==> src/rtl/ula_pkg.sv <==
// Shared definitions for the ULA execute stage: widths, opcodes, flag bit
// positions and the illegal-operation check.
package ula_pkg;

    localparam int DATA_W = 8;
    localparam int TAG_W  = 3;

    localparam logic [3:0] OP_ADD  = 4'b0001;
    localparam logic [3:0] OP_SUB  = 4'b0010;
    localparam logic [3:0] OP_MUL  = 4'b0011;
    localparam logic [3:0] OP_DIV  = 4'b0100;
    localparam logic [3:0] OP_MOD  = 4'b0101;
    localparam logic [3:0] OP_AND  = 4'b0110;
    localparam logic [3:0] OP_OR   = 4'b0111;
    localparam logic [3:0] OP_XOR  = 4'b1000;
    localparam logic [3:0] OP_NOT  = 4'b1001;
    localparam logic [3:0] OP_NOR  = 4'b1010;
    localparam logic [3:0] OP_NAND = 4'b1011;
    localparam logic [3:0] OP_XNOR = 4'b1100;

    localparam int FLAG_Z = 0;
    localparam int FLAG_S = 1;
    localparam int FLAG_C = 2;
    localparam int FLAG_V = 3;

    // Unknown opcodes and division/modulo by zero are reported instead of computed.
    function automatic logic op_is_fault(input logic [3:0] op, input logic [DATA_W-1:0] b);
        logic fault;
        case (op)
            OP_ADD, OP_SUB, OP_MUL, OP_AND, OP_OR, OP_XOR,
            OP_NOT, OP_NOR, OP_NAND, OP_XNOR: fault = 1'b0;
            OP_DIV, OP_MOD:                   fault = (b == 8'h00);
            default:                          fault = 1'b1;
        endcase
        return fault;
    endfunction

endpackage

==> src/rtl/ula_exec_stage_ula.sv <==
// Combinational ULA: unsigned arithmetic and bitwise logic with {V,C,S,Z} flags.
// C is carry for ADD, borrow for SUB and "high byte non-zero" for MUL.
module ula_exec_stage_ula
    import ula_pkg::*;
(
    input  logic [3:0]        op,
    input  logic [DATA_W-1:0] a,
    input  logic [DATA_W-1:0] b,
    output logic [DATA_W-1:0] result,
    output logic [3:0]        flags
);

    logic [DATA_W:0]     sum_s;
    logic [DATA_W:0]     diff_s;
    logic [2*DATA_W-1:0] prod_s;
    logic [DATA_W-1:0]   res_s;
    logic                carry_s;
    logic                ovf_s;

    // Opcode decode and flag generation.
    always_comb begin
        sum_s   = {1'b0, a} + {1'b0, b};
        diff_s  = {1'b0, a} - {1'b0, b};
        prod_s  = {8'h00, a} * {8'h00, b};
        res_s   = 8'h00;
        carry_s = 1'b0;
        ovf_s   = 1'b0;
        case (op)
            OP_ADD: begin
                res_s   = sum_s[DATA_W-1:0];
                carry_s = sum_s[DATA_W];
                ovf_s   = (a[7] == b[7]) && (sum_s[7] != a[7]);
            end
            OP_SUB: begin
                res_s   = diff_s[DATA_W-1:0];
                carry_s = diff_s[DATA_W];
                ovf_s   = (a[7] != b[7]) && (diff_s[7] != a[7]);
            end
            OP_MUL: begin
                res_s   = prod_s[DATA_W-1:0];
                carry_s = |prod_s[2*DATA_W-1:DATA_W];
            end
            OP_DIV: begin
                if (b != 8'h00) begin
                    res_s = a / b;
                end else begin
                    res_s = 8'h00;
                end
            end
            OP_MOD: begin
                if (b != 8'h00) begin
                    res_s = a % b;
                end else begin
                    res_s = 8'h00;
                end
            end
            OP_AND:  res_s = a & b;
            OP_OR:   res_s = a | b;
            OP_XOR:  res_s = a ^ b;
            OP_NOT:  res_s = ~a;
            OP_NOR:  res_s = ~(a | b);
            OP_NAND: res_s = ~(a & b);
            OP_XNOR: res_s = ~(a ^ b);
            default: res_s = 8'h00;
        endcase
        result         = res_s;
        flags          = 4'b0000;
        flags[FLAG_V]  = ovf_s;
        flags[FLAG_C]  = carry_s;
        flags[FLAG_S]  = res_s[7];
        flags[FLAG_Z]  = (res_s == 8'h00);
    end

endmodule

==> src/rtl/ula_exec_stage.sv <==
// Two-stage execute pipeline: operand register S1 feeding the ULA, output
// register S2, plus architectural flags and completion/fault counters.
module ula_exec_stage
    import ula_pkg::*;
(
    input  logic              clk,
    input  logic              rst_n,
    input  logic              in_valid,
    output logic              in_ready,
    input  logic [3:0]        in_op,
    input  logic [DATA_W-1:0] in_a,
    input  logic [DATA_W-1:0] in_b,
    input  logic [TAG_W-1:0]  in_dest,
    output logic              out_valid,
    input  logic              out_ready,
    output logic [DATA_W-1:0] out_result,
    output logic [3:0]        out_flags,
    output logic [TAG_W-1:0]  out_dest,
    output logic              out_fault,
    output logic [3:0]        flags_q,
    output logic [15:0]       op_count,
    output logic [7:0]        fault_count
);

    logic              s1_valid_r;
    logic [3:0]        s1_op_r;
    logic [DATA_W-1:0] s1_a_r;
    logic [DATA_W-1:0] s1_b_r;
    logic [TAG_W-1:0]  s1_dest_r;

    logic              s2_free_s;
    logic              accept_s;
    logic              advance_s;
    logic              out_hs_s;
    logic              fault_s;
    logic [DATA_W-1:0] alu_result_s;
    logic [3:0]        alu_flags_s;

    assign s2_free_s = !out_valid || out_ready;
    assign in_ready  = !s1_valid_r || s2_free_s;
    assign accept_s  = in_valid && in_ready;
    assign advance_s = s1_valid_r && s2_free_s;
    assign out_hs_s  = out_valid && out_ready;
    assign fault_s   = op_is_fault(s1_op_r, s1_b_r);

    ula_exec_stage_ula u_ula (
        .op     (s1_op_r),
        .a      (s1_a_r),
        .b      (s1_b_r),
        .result (alu_result_s),
        .flags  (alu_flags_s)
    );

    // S1 operand register: a new accept takes priority over emptying into S2.
    always_ff @(posedge clk or negedge rst_n) begin
        if (!rst_n) begin
            s1_valid_r <= 1'b0;
            s1_op_r    <= 4'b0000;
            s1_a_r     <= 8'h00;
            s1_b_r     <= 8'h00;
            s1_dest_r  <= 3'b000;
        end else if (accept_s) begin
            s1_valid_r <= 1'b1;
            s1_op_r    <= in_op;
            s1_a_r     <= in_a;
            s1_b_r     <= in_b;
            s1_dest_r  <= in_dest;
        end else if (advance_s) begin
            s1_valid_r <= 1'b0;
        end
    end

    // S2 output register; payload only changes when a new operation arrives.
    always_ff @(posedge clk or negedge rst_n) begin
        if (!rst_n) begin
            out_valid  <= 1'b0;
            out_result <= 8'h00;
            out_flags  <= 4'b0000;
            out_dest   <= 3'b000;
            out_fault  <= 1'b0;
        end else if (advance_s) begin
            out_valid  <= 1'b1;
            out_result <= fault_s ? 8'h00 : alu_result_s;
            out_flags  <= fault_s ? 4'b0000 : alu_flags_s;
            out_dest   <= s1_dest_r;
            out_fault  <= fault_s;
        end else if (out_hs_s) begin
            out_valid  <= 1'b0;
        end
    end

    // Architectural state committed at output handshake.
    always_ff @(posedge clk or negedge rst_n) begin
        if (!rst_n) begin
            flags_q     <= 4'b0000;
            op_count    <= 16'h0000;
            fault_count <= 8'h00;
        end else if (out_hs_s) begin
            op_count <= op_count + 16'h0001;
            if (out_fault) begin
                if (fault_count != 8'hFF) begin
                    fault_count <= fault_count + 8'h01;
                end
            end else begin
                flags_q <= out_flags;
            end
        end
    end

endmodule

==> config.mk <==
export PLATFORM = sky130hd
export DESIGN_NAME = ula_exec_stage
export DESIGN_NICKNAME = d
export VERILOG_FILES = /design/src/rtl/ula_pkg.sv /design/src/rtl/ula_exec_stage_ula.sv /design/src/rtl/ula_exec_stage.sv
export SDC_FILE = /design/constraint.sdc
export NUM_CORES = 1
export LEC_CHECK = 0
export BUFFER_PORTS_ARGS = -buffer_cell sky130_fd_sc_hd__buf_4
export CAP_MARGIN = 15
export CORE_MARGIN = 2
export CORE_UTILIZATION = 65
export DETAILED_ROUTE_END_ITERATION = 10
export GPL_TIMING_DRIVEN = 0
export PLACE_DENSITY = 0.93
export SYNTH_ARGS = -nofsm -noshare
export SYNTH_HDL_FRONTEND = slang
export SYNTH_SLANG_ARGS = --single-unit
export TNS_END_PERCENT = 20
==> constraint.sdc <==
create_clock -name clk -period 18.35 [get_ports clk]
set_input_delay 1.835 -clock clk [delete_from_list [all_inputs] [get_ports clk]]
set_output_delay 1.835 -clock clk [all_outputs]
set_load 0.02 [all_outputs]
# == Yosys cells after proc, flatten, opt, wreduce, memory -nomap -nowiden ==
# Cells that the tools add are included.
# word_totals
wordCells,76
out_inout_bits,46
in_bits,27
latchBits,0
n_memories,0
mem_bits_rw,0
reg_bits,69
mem_bits_ro,0
# classes
div,2
addsub,4
n_mux,12
shift,0
n_lt_le_gt_ge,0
eq_ne,17
multipliers,1
bitwise,8
n_reduce_logical,19
# ops
cell,count
case mux 8 bit (12 select lines),1
NOT 8 bit,4
two-way mux 8 bit,3
== test 4 bit (second input constant),5
adder 16 x 1 -> 16 bit (second input constant),1
== test 4 x 3 -> 1 bit (second input constant),4
zero test 8 bit,2
multiplier 8 x 8 -> 16 bit,1
OR reduction 10 bit,1
adder 8 x 8 -> 9 bit,1
subtractor 8 x 8 -> 9 bit,1
adder 8 x 1 -> 8 bit (second input constant),1
AND 8 bit,1
divider 8 x 8 -> 8 bit,1
== test 4 x 2 -> 1 bit (second input constant),2
modulo 8 x 8 -> 8 bit,1
inequality test 8 bit (second input constant),1
OR 8 bit,1
nonzero test 8 bit,1
OR reduction 8 bit,1
XOR 8 bit,1
logical AND 1 bit,5
== test 4 x 1 -> 1 bit (second input constant),1
two-way mux 1 bit,4
12 further kinds,18

# == Logic depth before layout (Yosys ltp) ==
# depth
depth_word,5
mapped_depth,53
ltp_nobuf,51

# == Modules after synthesis ==
# Synthesis repeated with hierarchy kept, for this count alone.
# unflattened
hier_cells,938
area_unflattened_um2,8389.3
# modules_own_cells
mod,seq_area_each_um2,cells_each,area_each_um2,instances
ula_exec_stage_ula,0.0,737,5580.4,1
ula_exec_stage,1726.7,201,2808.9,1

# == Least setup slack after synthesis ==
# No wires, ideal clock.
# synth_timing
path_kind,reg2reg
startpoint,register s1_b_r[3]
endpoint,register out_flags[0]
setup_slack_ps,7292
path_stages_with_launch,50
n_path_buf,2
period_less_slack_ps,11058
setup_time_ps,68
t_required_ps,18282
t_arrival_ps,10991
cell_sequence,dfrtp_1 > clkbuf_1 > clkinv_1 > nand3_1 > nor2_1 > a21oi_1 > a21oi_1 > ha_1 > or3_1 > a311oi_1 > a221oi_2 > ha_1 > a211oi_1 > o31a_1 > nor4_1 > or2_2 > ha_1 > o211ai_1 > [... 14 more ...] > o21ai_2 > nand2_1 > ha_1 > and2_1 > o21a_1 > a41o_1 > o31ai_1 > mux2_2 > ha_1 > a21oi_1 > o22ai_1 > nor3_1 > o21a_1 > nor2_1 > a211o_1 > a21o_1 > nor3_1 > a32o_1
# synth_via
elab_chain_cells,5
word_cells_on_any_way,19
classes_between,add/sub: 2; mul: 1; div: 2; mux: 5; bitwise: 6; reduce/logical: 3
# synth_lines
element,line,rtl
from (decl),ula_exec_stage.sv:28,logic [DATA_W-1:0] s1_b_r;
from (signal assigned),ula_exec_stage.sv:66,s1_b_r <= in_b;
modulo 8 x 8 -> 8 bit (tied with other cells),ula_exec_stage_ula.sv:52,res_s = a % b;
two-way mux 8 bit (tied with other cells),ula_exec_stage_ula.sv:51,if (b != 8'h00) begin
case mux 8 bit (12 select lines),ula_exec_stage_ula.sv:28,case (op)
zero test 8 bit,ula_exec_stage_ula.sv:71,flags[FLAG_Z] = (res_s == 8'h00);
two-way mux 4 bit (*),ula_exec_stage.sv:84,out_flags <= fault_s ? 4'b0000 : alu_flags_s;
to (signal assigned),ula_exec_stage.sv:84,
to (decl),ula_exec_stage.sv:17,"output logic [3:0] out_flags,"
# Every way passes the cells marked *; elsewhere a longest branch is shown, timed or not.
# A chain may end at the register's enable or synchronous reset.

# == Final worst setup path ==
# Ends and elaborated chain as after synthesis.

==> metrics.txt <==
status=finished, final reports clean; count leader, synth=ha_1; f_max=72.3 MHz; Setup Fix Bufs, Post-CTS=0; post-synthesis cell count=935; Critical Path AT=14.11 ns; Tcrit/Tclk final=0.754; crit-path max FO=15; CTS tree=done; Slew @ Worst Pin=0.919 ns; syn_nets=1,103; PwrDens=156 nW/um^2; startpoint types=register; grt ovf=0; ANT cells=0; Ports=73; Core Box Area=12,100 um^2; die area=13,500 um^2; root buffer cell=clkbuf_16; start point of the worst hold path=op_count[15]$_DFFE_PN0P_; Synth top area share=0.209; Max VDD drop=0.000101 V; ys flop type=dfrtp_1; GP Congestion=1.04; Setup crit start=s1_b_r[3]$_DFFE_PN0P_; final core occ=0.761; register area share after synthesis=0.209; row cnt=40; Synth area leaders=dfrtp_1 21%, ha_1 16%, fa_1 9.6%; class of the tightest hold or removal check=reg -> reg; largest net degree at the start of global routing=69; min Tclk post-route=13.84 ns; critical path's largest stage delay=0.70 ns; Die W=116 um; Synth cell types=79; Max Buffers Root-to-Sink=2; Hold Buf Count CTS=0; DPL Wire Length=19,100 um; Chip Height=116 um; Post-Syn Area=8150 um^2; Final setup viols=0; final worst slack=4.51 ns; Slowest-stage cell, CP=clkinv_1; Final Skew=0.0108 ns; FF+latch count, synth=68; Via density=6.68; FILL cells=878; final hold violation count=0; initial antenna violation count=0; Mean Syn Cell Area=8.72 um^2; Finished Layout Cells=1,191; First DRT Iteration DRCs=1,011; CP Capture Type=register; ys async rst share=1.00; htree depth=3; reg-to-reg critical path startpoint=s1_b_r[3]$_DFFE_PN0P_; total clock sinks=68; Post-synth top cells=102 x ha_1, 101 x nor2_1, 78 x inv_1; area grow syn2layout=13.0%; Max Transition Viols Final=0; delay-heaviest family, CP=compound AO/OA/AOI/OAI gates; wire length per cell=21.0 um; Worst Path Required=18.62 ns; CTS resizes=0; Most common cell on crit path=ha_1; antenna-violating nets left=0; Critical path buffers and inverters=4; leakage power=4.25 nW; cell taking the most area after synthesis=dfrtp_1; Post-Route WL=25,000 um; Tot Pwr=1.43 mW; unrepaired setup endpoints after global routing=false; vias in the first global route=7,734; total CTS buffers=9; GRT Total Usage=0.379; max cap viols=0; Slew headroom=0.383; # DRC=0; worst-skew pair later-pin latency=0.34 ns; Post-synth EDFFs=0; Setup CP Type=reg -> reg; share of layout cells above drive strength 1=0.151; drt first pass iters=6; Nets=1,186; Post-Place Cells=1,175; Via Count=7,950; # port buffers=72; setup_tns=0 ns; CTS clk-pin slew, worst paths=0.07 ns; Yosys Warn Count=0; first-pass GRT wire length=39,400 um; Starting Density=0.673; pre-CTS WS=5.10 ns
==> final timing paths <==
path                                             end  slack (ns)  cells past startpoint
setup / recovery            out_flags[0]$_DFFE_PN0P_        4.51                     49
hold / removal              op_count[15]$_DFFE_PN0P_        0.47                      1
setup reg to reg            out_flags[0]$_DFFE_PN0P_        4.51                     49
hold reg to reg             op_count[15]$_DFFE_PN0P_        0.47                      1
max in group asynchronous  out_result[5]$_DFFE_PN0P_       16.13                      1
min in group asynchronous     s1_op_r[2]$_DFFE_PN0P_        1.63                      1
==> cell type report <==
type | instances | area (um^2) | share of cell area
inverter | 88 | 330 | 0.0359
buffer | 33 | 133 | 0.0144
sequential | 68 | 1700 | 0.185
clock buffer | 9 | 225 | 0.0244
timing repair buffer | 72 | 541 | 0.0587
tap | 168 | 210 | 0.0228
clock inverter | 7 | 83.8 | 0.00910
multi-input combinational | 746 | 5990 | 0.650
==> where the power goes <==
group	internal (mW)	leakage [nW]	switching (mW)
logic	0.425	3.26	0.602
clock network	0.108	0.149	0.0762
registers	0.182	0.842	0.0418
==> registers in the layout, summed over array words and instances (netlist names) <==
name         count
out_fault        1
op_count        16
s1_op_r          4
s1_a_r           8
fault_count      8
out_flags        4
out_dest         3
out_valid        1
s1_valid_r       1
s1_dest_r        3
flags_q          4
out_result       7
s1_b_r           8
==> cells in the final DEF (no fill, tap or decap), types with 10 or more instances in the layout <==
master    netlist  final
nand2b_1       15     15
inv_1          78     78
mux2_2         44     44
dfrtp_1        68     68
buf_4           1     73
ha_1          102    102
o21a_1         18     18
a21oi_1        41     41
clkbuf_1       24     24
clkinv_1       10     10
and3_1         10     10
nor3_1         27     27
o21ai_0        49     49
xor2_1         17     17
a211oi_1       10     10
nand2_1        51     51
nor2_1        101    101
fa_1           39     39
xnor2_1        29     29
nor2b_1        12     12
nand3_1        21     21
==> cells by family after synthesis <==
group / after synthesis / share of synthesized area
AO/OA/AOI/OAI: 229 / 0.196
XOR/XNOR: 46 / 0.0494
adder cells (fa/ha/maj): 142 / 0.254
buffers and inverters: 121 / 0.0568
flip-flops: 68 / 0.209
multiplexers: 49 / 0.0691
AND/OR/NAND/NOR: 280 / 0.167
==> per-layer routing <==
layer	routed length, um	vias up	track usage
li1	-	3530	-
met1	9800	3782	0.500
met2	11300	527	0.600
met3	2680	111	0.0779
met4	1230	0	0.179
met5	0	-	0
==> per-stage QoR <==
step                      hold slack [ns]  cell area (um^2)
after floorplan                     0.475              8150
after global placement              0.460              8900
after detailed placement            0.460              8900
after CTS                           0.470              9210
after global routing                0.501              9210
final                               0.467              9210
(Power assumes the default switching activity.)
